[src/rtl/vga_pkg.sv]
// Shared VGA sizes, colours and types for the falling-rectangle rendering path.
package vga_pkg;

   localparam int HOR_PIXELS  = 800;
   localparam int VER_PIXELS  = 600;
   localparam int RECT_WIDTH  = 48;
   localparam int RECT_HEIGHT = 64;

   localparam logic [11:0] RECT_COLOUR = 12'hf_0_0;
   localparam logic [11:0] STOP_COLOUR = 12'h0_f_0;

   // Capture FSM: positions are latched once, on entry to vertical blank.
   typedef enum logic {
      ACTIVE = 1'b0,
      VBLANK = 1'b1
   } rect_state_t;

   typedef struct packed {
      logic [10:0] vcount;
      logic        vsync;
      logic        vblnk;
      logic [10:0] hcount;
      logic        hsync;
      logic        hblnk;
   } vga_timing_t;

endpackage

[src/rtl/delay.sv]
// Fixed-depth shift register used to align the VGA timing bus with the
// overlaid pixel colour.
module delay #(
   parameter int WIDTH = 8,
   parameter int DEPTH = 2
) (
   input  logic             clk,
   input  logic             rst,
   input  logic [WIDTH-1:0] i_data,
   output logic [WIDTH-1:0] o_data
);

   logic [WIDTH-1:0] r_pipe [DEPTH];

   // NOTE: every stage is reset so downstream sees all-zero timing right after
   // rst; a plain data pipeline would normally skip this reset.
   always_ff @(posedge clk) begin
      if (rst) begin
         for (int i = 0; i < DEPTH; i++) r_pipe[i] <= '0;
      end else begin
         r_pipe[0] <= i_data;
         for (int i = 1; i < DEPTH; i++) r_pipe[i] <= r_pipe[i-1];
      end
   end

   assign o_data = r_pipe[DEPTH-1];

endmodule

[src/rtl/draw_rect.sv]
// Overlays a solid rectangle on the VGA stream; the position is latched at
// vblank start so a frame never tears, and frame_tick marks that instant.
module draw_rect #(
   parameter int          RECT_W      = vga_pkg::RECT_WIDTH,
   parameter int          RECT_H      = vga_pkg::RECT_HEIGHT,
   parameter logic [11:0] COLOUR      = vga_pkg::RECT_COLOUR,
   parameter logic [11:0] STOP_COLOUR = vga_pkg::STOP_COLOUR
) (
   input  logic        clk,
   input  logic        rst,
   input  logic [11:0] xpos,
   input  logic [11:0] ypos,
   input  logic        stop,
   input  logic [10:0] vcount_in,
   input  logic        vsync_in,
   input  logic        vblnk_in,
   input  logic [10:0] hcount_in,
   input  logic        hsync_in,
   input  logic        hblnk_in,
   input  logic [11:0] rgb_in,
   output logic [10:0] vcount_out,
   output logic        vsync_out,
   output logic        vblnk_out,
   output logic [10:0] hcount_out,
   output logic        hsync_out,
   output logic        hblnk_out,
   output logic [11:0] rgb_out,
   output logic        frame_tick
);

   import vga_pkg::*;

   rect_state_t r_state, w_state_nxt;
   logic        r_vblnk_prev;
   logic        w_capture;

   logic [11:0] r_xpos_l, r_ypos_l;
   logic        r_stop_l, r_valid, r_frame_tick;

   logic        r_hit_d;
   logic [11:0] r_rgb_d1, r_rgb_out;
   logic        w_hit;
   logic [12:0] w_hc, w_vc, w_x_lo, w_x_hi, w_y_lo, w_y_hi;

   vga_timing_t w_timing_in, w_timing_out;

   // vblnk_prev resets high so releasing rst inside vblank is not an edge.
   always_ff @(posedge clk) begin
      if (rst) begin
         r_state      <= ACTIVE;
         r_vblnk_prev <= 1'b1;
      end else begin
         r_state      <= w_state_nxt;
         r_vblnk_prev <= vblnk_in;
      end
   end

   // NOTE: combinational blocks assign a default first so no latch is inferred.
   always_comb begin
      w_state_nxt = r_state;
      case (r_state)
         ACTIVE:  if (vblnk_in && !r_vblnk_prev) w_state_nxt = VBLANK;
         VBLANK:  if (!vblnk_in)                 w_state_nxt = ACTIVE;
         default:                                w_state_nxt = ACTIVE;
      endcase
   end

   always_comb begin
      w_capture = (r_state == ACTIVE) && vblnk_in && !r_vblnk_prev;
   end

   always_ff @(posedge clk) begin
      if (rst) begin
         r_xpos_l     <= '0;
         r_ypos_l     <= '0;
         r_stop_l     <= 1'b0;
         r_valid      <= 1'b0;
         r_frame_tick <= 1'b0;
      end else begin
         r_frame_tick <= w_capture;
         if (w_capture) begin
            r_xpos_l <= xpos;
            r_ypos_l <= ypos;
            r_stop_l <= stop;
            r_valid  <= 1'b1;
         end
      end
   end

   // 13-bit compares keep xpos_l+RECT_W-1 from wrapping back onto column 0.
   assign w_hc   = {2'b00, hcount_in};
   assign w_vc   = {2'b00, vcount_in};
   assign w_x_lo = {1'b0, r_xpos_l};
   assign w_y_lo = {1'b0, r_ypos_l};
   assign w_x_hi = w_x_lo + 13'(RECT_W - 1);
   assign w_y_hi = w_y_lo + 13'(RECT_H - 1);

   assign w_hit = r_valid && !hblnk_in && !vblnk_in
               && (w_hc >= w_x_lo) && (w_hc <= w_x_hi)
               && (w_vc >= w_y_lo) && (w_vc <= w_y_hi);

   always_ff @(posedge clk) begin
      if (rst) begin
         r_hit_d   <= 1'b0;
         r_rgb_d1  <= '0;
         r_rgb_out <= '0;
      end else begin
         r_hit_d   <= w_hit;
         r_rgb_d1  <= rgb_in;
         r_rgb_out <= r_hit_d ? (r_stop_l ? STOP_COLOUR : COLOUR) : r_rgb_d1;
      end
   end

   assign w_timing_in = '{vcount: vcount_in, vsync: vsync_in, vblnk: vblnk_in,
                          hcount: hcount_in, hsync: hsync_in, hblnk: hblnk_in};

   delay #(
      .WIDTH ($bits(vga_timing_t)),
      .DEPTH (2)
   ) u_timing_dly (
      .clk    (clk),
      .rst    (rst),
      .i_data (w_timing_in),
      .o_data (w_timing_out)
   );

   assign vcount_out = w_timing_out.vcount;
   assign vsync_out  = w_timing_out.vsync;
   assign vblnk_out  = w_timing_out.vblnk;
   assign hcount_out = w_timing_out.hcount;
   assign hsync_out  = w_timing_out.hsync;
   assign hblnk_out  = w_timing_out.hblnk;
   assign rgb_out    = r_rgb_out;
   assign frame_tick = r_frame_tick;

endmodule

[config.mk]
export PLATFORM = sky130hd
export DESIGN_NAME = draw_rect
export DESIGN_NICKNAME = d
export VERILOG_FILES = /design/src/rtl/vga_pkg.sv /design/src/rtl/delay.sv /design/src/rtl/draw_rect.sv
export SDC_FILE = /design/constraint.sdc
export NUM_CORES = 1
export LEC_CHECK = 0
export ABC_AREA = 1
export CORE_ASPECT_RATIO = 1.75
export CORE_MARGIN = 5
export CORE_UTILIZATION = 30
export CTS_CLUSTER_DIAMETER = 40
export DETAILED_ROUTE_END_ITERATION = 10
export GPL_TIMING_DRIVEN = 1
export PLACE_DENSITY = 0.63
export REMOVE_ABC_BUFFERS = 1
export SLEW_MARGIN = 20
export SYNTH_ARGS = -nofsm -noshare
export SYNTH_HDL_FRONTEND = slang
export SYNTH_SLANG_ARGS = --single-unit
[constraint.sdc]
create_clock -name clk -period 2.2 [get_ports clk]
set_input_delay 0.44 -clock clk [delete_from_list [all_inputs] [get_ports clk]]
set_output_delay 0.44 -clock clk [all_outputs]
set_load 0.02 [all_outputs]
# [Yosys cells after proc, flatten, opt, wreduce, memory -nomap -nowiden]
# Memories as Yosys holds them, arrays and structs flattened.
# Index checks and enable logic that the tools add are counted.
[word_totals] ff_bits=54 input_bits=65 mem_count=1 ramBits=52
[mem_list] name="u_timing_dly.r_pipe" words=2 width=26 read_ports=2 rd_ports_with_merged_regs=0 write_ports=2 line_no="delay.sv:13" text="logic [WIDTH-1:0] r_pipe [DEPTH];"
[classes] add_sub_neg=2 muxes=10 order_cmp=4 n_reduce_logical=12 bitwise=3
[ops] cell="$mux W26" n=2
[ops] cell="$add A12 B6 Y13 const B" n=2
[ops] cell="$le A11 B13 Y1" n=2
[ops] cell="$ge A11 B12 Y1" n=2
[ops] cell="$mux W12" n=2
[ops] cell="$logic_and A1 B1 Y1" n=9
[ops] cell="$mux W1" n=5
[ops] cell="$logic_not A1 Y1" n=3
[ops] cell="$or A1 B1 Y1" n=2
[ops] cell="$pmux W1 S2" n=1
[ops] cell="$not A1 Y1" n=1

# [Longest topological paths before layout]
# Gate-level depths: netlist of the first run.
[depth] depth_word=7 ltp_mapped=16 ltp_nobuf=16

# [Hierarchy]
# A second synthesis of the first run with hierarchy kept.
[hier_totals] cells_unflattened=640 hier_area_um2=4948.5
[by_module_without_submodules] mod="draw_rect" area_per_inst_um2=3254.4 cells_per_inst=452 instances=1
[by_module_without_submodules] mod="delay" area_per_inst_um2=1694.1 cells_per_inst=188 instances=1

# [Least setup slack after synthesis of the first run]
# No wires, ideal clock.
[synth_path] path_type="flip-flop to flip-flop" startpoint="register r_xpos_l[0]" endpoint="register r_hit_d" t_arrival_ns=1.971 synth_period_minus_slack_ns=2.035 slack_ns=0.165 path_stages_with_launch=16 path_cell_list="dfxtp_1 inv_1 ha_1 nand3_2 nand2_1 nand2_1 nand3_1 xor2_1 ha_1 nand2_1 nor3_1 and2_1 a21oi_1 nand3_1 nand3_1 nor2_1"
[synth_between] elab_chain_len=5
[synth_rtl] item="start: declaration" line_no="draw_rect.sv:37" text="logic [11:0] r_xpos_l, r_ypos_l;"
[synth_rtl] item="start signal: assignment" line_no="draw_rect.sv:82" text="r_xpos_l <= xpos;"
[synth_rtl] item="$add A12 B6 Y13 / $ge A11 B12 Y1 (equally long branches)" line_no="draw_rect.sv:95, draw_rect.sv:99"
[synth_rtl] item="$le A11 B13 Y1 / $logic_and A1 B1 Y1 (equally long branches)" line_no="draw_rect.sv:99" text="&& (w_hc >= w_x_lo) && (w_hc <= w_x_hi)"
[synth_rtl] item="$logic_and A1 B1 Y1 *" line_no="draw_rect.sv:99"
[synth_rtl] item="$logic_and A1 B1 Y1 * (2 in a row)" line_no="draw_rect.sv:100" text="&& (w_vc >= w_y_lo) && (w_vc <= w_y_hi);"
[synth_rtl] item="end signal: assignment" line_no="draw_rect.sv:108" text="r_hit_d <= w_hit;"
[synth_rtl] item="end: declaration" line_no="draw_rect.sv:40" text="logic r_hit_d;"
# Mark *: on every way between the ends. The rest lies on a longest branch, timed or not.
# A chain may end at the register's enable or synchronous reset.

# [Final worst setup path of the first run]
[layout_path] startpoint="register r_xpos_l[1]" endpoint="register r_hit_d"
# Same word-level chain as after synthesis.

==> results.toml, run 1 <==
[route]
firstDrtPassIters = 4
drt-initial-drc-count = 131
vias_per_cell = 4.187
wirelength_um = 11260
final_antenna_net_count = 0
routedWlPerCell_um = 12.08
drc = 0
vias = 3902

[placed_design]
dpl_worst_slack_ns = -0.06897
io_buffers = 103
place.gp.congestion = 0.8084
dpl-instance-area_um2 = 6042
dp_hpwl_um = 8850

[synthesis]
synth_ff_type = "dfxtp_1"
synthMuxAreaShare_pct = 0
synth_fa_ha_area_share_pct = 11.70
yosysTopAreaCell = "dfxtp_1"
synth_cell_types = 28
synthSimpleGateAreaFrac_pct = 20.09
synth_edf_count = 0
synth_area_per_cell_um2 = 7.687
ys_seq_elements = 106
syn_area_um2 = 4920
synth_top_family_by_area = "simple AND/OR/NAND/NOR gates"
ys_async_sr_fraction_pct = 0
synthCells = 640
yosysWarningCount = 0
yosysSeqAreaShare_pct = 43.13
synth_compound_area_share_pct = 8.189
synthTopCellsByArea = "dfxtp_1 43%, ha_1 12%, inv_1 9.1%"
synth_xor_area_share_pct = 2.670
synth_top_cell_area_share_pct = 43.13

[global_route]
busiest_layer = "met2"
grt_max_degree = 39
grt_pass1_vias = 3818
use_met2_pct = 22.14
met1_usage_pct = 13.17
antenna_found_initial = 0
grt.total_usage_pct = 11.97
grt_pass1_wl_um = 18220
met3_usage_pct = 2.225
grt-ovfl-total = 0

[cells_and_area]
antenna_cells = 0
layout-drive-gt1-share_pct = 9.595
syn2layout_area_growth_pct = 32.02
multiInputGateArea_um2 = 2185
ff_latch_area_um2 = 2125
final_area_um2 = 6495
final_nets = 846
layout_common_cells = "115 x inv_1, 107 x nor2_1, 104 x dfxtp_1"
layout_commonest_cell = "inv_1"
fillers = 1679

[floorplan]
die-area_um2 = 19160
fp.dieH_um = 179.4
rows = 62
io_pins = 104
die_width_um = 106.8
coreArea_um2 = 16290
start_util_pct = 30.20

[timing]
hold_ws_ns = 0.3811
rsz0062_at_grt = "yes"
period_needed_ns = 2.082
totalNegativeSetupSlack_ns = 0
worst_slew_pin_slew_ns = 0.4516
slew_viol_final = 0
skew_ns = 0.005404
slew_headroom_pct = 69.57
setup_viol = 0
fmaxAchievable_ghz = 0.4802
hold_viol_final = 0
post-route-period-util_pct = 94.66
fin_ws_ns = 0.1175

[cts]
numCtsBuffers = 9
clk_path_buf_depth = 2
path_clk_slew_ns = 0.08
cts-root-buf = "clkbuf_16"
cts.sinks = 106
cts_tree = "built"
htreeDepth = 3
clk_latency_ns = 0.35

[pwr]
p_per_area_nw_per_um2 = 688.3
ir_drop_mv = 0.3140
total_power_uw = 4470
p_leak_uw = 0.002963

[setup_path]
worstPathArrival_ns = 2.34
crit_path_start_kind = "flop"
path_delay_family = "simple AND/OR/NAND/NOR gates"
cp.required_ns = 2.46
cp-end-kind = "flop"
slowest_stage = "dfxtp_1"
crit_fanout = 3
slowest_delay_ns = 0.33
critPathBufInv = 1
crit_type = "flop to flop"
crit_chain = "inv_2, ha_4, nand3_4, nand2_2, nand2_2, nand3_1, xor2_1, ha_1, nand2_1, nor3_2, and2_1, a21oi_2, nand3_2, nand3_2, nor2_1"

[run_status]
status = "finished clean"

[min_path]
hold_path_class = "primary input to flop"

[job]
maxCapViolations = 0
## cells in the mapped netlist, types with 2 or more instances
cell type / instances
nor2_1: 107
nand3_2: 4
o21ai_0: 28
nand4_1: 6
inv_1: 119
buf_4: 22
ha_1: 46
xnor2_1: 2
nor2_2: 2
a21oi_1: 46
nand2_1: 86
nand3_1: 22
xor2_1: 13
a21oi_2: 2
buf_2: 13
inv_2: 3
clkbuf_1: 3
dfxtp_1: 106
## registers in the layout (all words and copies together) (netlist names)
register / count
u_timing_dly.r_pipe: 52
r_valid: 1
r_state: 1
rgb_out: 12
frame_tick: 1
r_vblnk_prev: 1
r_hit_d: 1
r_stop_l: 1
r_rgb_d1: 12
r_ypos_l: 12
r_xpos_l: 12
## area by class of cell
type | instances | area share (%)
Clock inverter | 7 | 1.445
Tap cell | 192 | 3.699
Timing Repair Buffer | 122 | 17.99
Clock buffer | 9 | 3.468
Sequential cell | 106 | 32.71
Multi-Input combinational cell | 374 | 33.64
Inverter | 122 | 7.051
## cell families (layout without fill, tap and decap cells)
| kind of cell | after synthesis | after routing |
|---|---|---|
| buf+inv | 160 | 260 |
| compound gates | 78 | 78 |
| simple gates | 235 | 235 |
| flops | 106 | 106 |
| xor+xnor | 15 | 15 |
| fa+ha+maj | 46 | 46 |
## per-stage QoR
step / std cells / util [%]
after floorplan: 602 / -
after global placement: 910 / 37.09
after detailed placement: 910 / 37.09
after CTS: 926 / 39.18
after global routing: 932 / 39.87
final: 932 / 39.87
## where the power goes
| part | internal (uW) | switching, uW |
|---|---|---|
| logic | 361 | 405 |
| clock network | 824 | 834 |
| registers | 2010 | 38.0 |
## final timing paths
check                                             from  slack [ns]                               endpoint  depth (start not counted)
setup / recovery              r_xpos_l[1]$_SDFFE_PP0P_        0.12                     r_hit_d$_SDFF_PP0_                         15
hold / removal                                     rst        0.38                   r_valid$_SDFFE_PP0P_                          2
setup reg to reg              r_xpos_l[1]$_SDFFE_PP0P_        0.12                     r_hit_d$_SDFF_PP0_                         15
hold reg to reg   u_timing_dly.r_pipe[0][1]$_SDFF_PP0_        0.40  u_timing_dly.r_pipe[0][27]$_SDFF_PP0_                          2
## per-layer routing
metal	routed length (um)	vias to the layer above
met5	0	-
met2	6104	57
li1	-	2126
met1	4602	1708
met4	177	0
met3	372	11
## repair_timing
item                                    4_1_cts  5_1_grt
hold buffers                                  0        0
pin swaps                                     3       11
buffers inserted                              0        6
endpoints found under the setup margin        1        1
resized for setup                             5       20
Power figures use the tool's default switching activity.
==> run 2, diff against run 1 <==
- CELL_PAD_IN_SITES_DETAIL_PLACEMENT: default -> 1
- CELL_PAD_IN_SITES_GLOBAL_PLACEMENT: default -> 2
- CORE_UTILIZATION: 30 -> 26
- PLACE_DENSITY: 0.63 -> 0.85
- SLEW_MARGIN: 20 -> 10
==> run 2 against run 1 <==
  * Sequential cell count unchanged
  * Die area increased by 14%
  * Sequential power about the same
  * Combinational power increased by 2%
  * Register-to-register slack got worse by 0.03 ns
  * Maximum frequency decreased by 1.5%
  * Count of clock-buffer cells in the layout unchanged
  * Critical path type unchanged
  * Critical path depth decreased by 1
==> results.toml, run 2 (synthesized netlist as in run 1, its figures left out) <==
[route]
drt-initial-drc-count = 113
firstDrtPassIters = 4
vias_per_cell = 4.177
final_antenna_net_count = 0
drc = 0
wirelength_um = 12900
vias = 4073
routedWlPerCell_um = 13.23

[setup_path]
crit_path_start_kind = "flop"
r2r-start = "r_xpos_l[0]$_SDFFE_PP0P_"
cp-end-kind = "flop"
crit_fanout = 4
crit_type = "flop to flop"
worstPathArrival_ns = 2.40
cp.required_ns = 2.48
critical_path.startpoint = "r_xpos_l[0]$_SDFFE_PP0P_"

[cells_and_area]
largest_reg_flops = 52
antenna_cells = 0
syn2layout_area_growth_pct = 33.34
ff_latch_area_um2 = 2128
largest-register = "u_timing_dly.r_pipe"
layout_commonest_cell = "inv_1"
fillers = 2216
layout-drive-gt1-share_pct = 9.905
layout_common_cells = "116 x inv_1, 104 x nor2_1, 102 x clkdlybuf4s50_1"
multiInputGateArea_um2 = 2197
final_nets = 843

[cts]
path_clk_slew_ns = 0.08
cts-root-buf = "clkbuf_16"
cts_tree = "built"
numCtsBuffers = 9
clk_path_buf_depth = 2
htreeDepth = 3
clk_latency_ns = 0.35
cts_hold_buf = 0
cts.sinks = 106

[pwr]
p_sw_uw = 1296
clockPowerShare_pct = 36.8
total_power_uw = 4486
pwr-share-seq_pct = 45.7
p_comb_share_pct = 17.4
ir_drop_mv = 0.3561
p_leak_uw = 0.002968
p_per_area_nw_per_um2 = 683.9
p_sw_share_pct = 28.90
p_int_uw = 3190

[timing]
period_needed_ns = 2.113
totalNegativeSetupSlack_ns = 0
rsz0062_at_grt = "yes"
hold_ws_ns = 0.4045
worst_slew_pin_slew_ns = 0.4744
hold_viol_final = 0
slew_viol_final = 0
setup_viol = 0
post-route-period-util_pct = 96.06
fmaxAchievable_ghz = 0.4732
slew_headroom_pct = 68.04
skew_ns = 0.01475

[floorplan]
start_util_pct = 26.48
rows = 66
coreArea_um2 = 18580
die-area_um2 = 21880
die_width_um = 114.0
fp.dieH_um = 192.0
io_pins = 104

[global_route]
grt-ovfl-total = 0
grt_pass1_vias = 4330
grt_max_degree = 50
grt.total_usage_pct = 12.09
antenna_found_initial = 0
grt_pass1_wl_um = 20760

[job]
maxCapViolations = 0

[placed_design]
dp_hpwl_um = 10150
io_buffers = 103
place.gp.congestion = 0.7933

[min_path]
worstHoldStart = "u_timing_dly.r_pipe[0][18]$_SDFF_PP0_"
hold_path_class = "flop to flop"

[run_status]
status = "finished clean"
==> run 2: changes by cell type in the layout (fill, tap and decap cells not counted), sizes merged <==
cell    change
buf         -3
clkinv      +2
inv         -2
==> run 2: metal layers <==
| metal | vias up | track usage, % | share of wire [%] |
|---|---|---|---|
| met5 | - | 0 | 0 |
| met4 | 0 | 4.298 | 2.3 |
| met3 | 17 | 2.144 | 3.2 |
| met2 | 70 | 24.32 | 57 |
| met1 | 1857 | 12.00 | 37 |
| li1 | 2129 | - | - |
==> run 2: worst max-delay path, stage by stage (launching register included) <==
cell	delay [ns]
dfxtp_2	0.33
inv_2	0.07
buf_4	0.13
nand3_4	0.10
a21oi_4	0.20
nor3_2	0.06
xor2_1	0.14
ha_1	0.30
nand2_2	0.07
nor3_2	0.21
and2_1	0.15
a21oi_1	0.05
nand3_2	0.07
nand3_2	0.06
nor2_2	0.10
==> run 2: area by class of cell <==
cell class              count  share of cell area, %
multi-input cells         374                  33.49
flip-flops and latches    106                  32.44
repair buffers            119                  17.72
inverters                 122                  7.057
well taps                 238                  4.539
clock buffers               9                  3.433
clock inverters             7                  1.316
==> run 2: what timing repair did <==
| item | in CTS | in global routing |
|---|---|---|
| resized for setup | 2 | 32 |
| pin swaps | 1 | 14 |
| cloned | 0 | 0 |
| setup endpoints to repair | 1 | 1 |
| setup buffers | 0 | 4 |
==> run 2: worst paths after layout <==
kind | to | slack, ns | depth (start not counted)
min | u_timing_dly.r_pipe[0][44]$_SDFF_PP0_ | 0.40 | 2
min reg2reg | u_timing_dly.r_pipe[0][44]$_SDFF_PP0_ | 0.40 | 2
max reg2reg | r_hit_d$_SDFF_PP0_ | 0.09 | 14
max | r_hit_d$_SDFF_PP0_ | 0.09 | 14
==> run 2: metrics by stage <==
stage	setup slack (ns)	utilization, %	instance area (um^2)	instances
after floorplan	0.1649	-	4678	602
after global placement	0.02269	32.86	6105	955
after detailed placement	-0.06074	32.86	6105	955
after CTS	0.006753	34.57	6424	971
after global routing	-0.06009	35.31	6560	975
final	0.08672	35.31	6560	975
==> run 2: power by group through the flow <==
stage,Sequential (uW),Clock [uW],Combinational (uW)
3_5_place_dp,2090,0,762
3_3_place_gp,2090,0,750
5_1_grt,2060,1820,892
4_1_cts,2050,1750,769
2_1_floorplan,2120,0,378
6_report,2050,1650,782
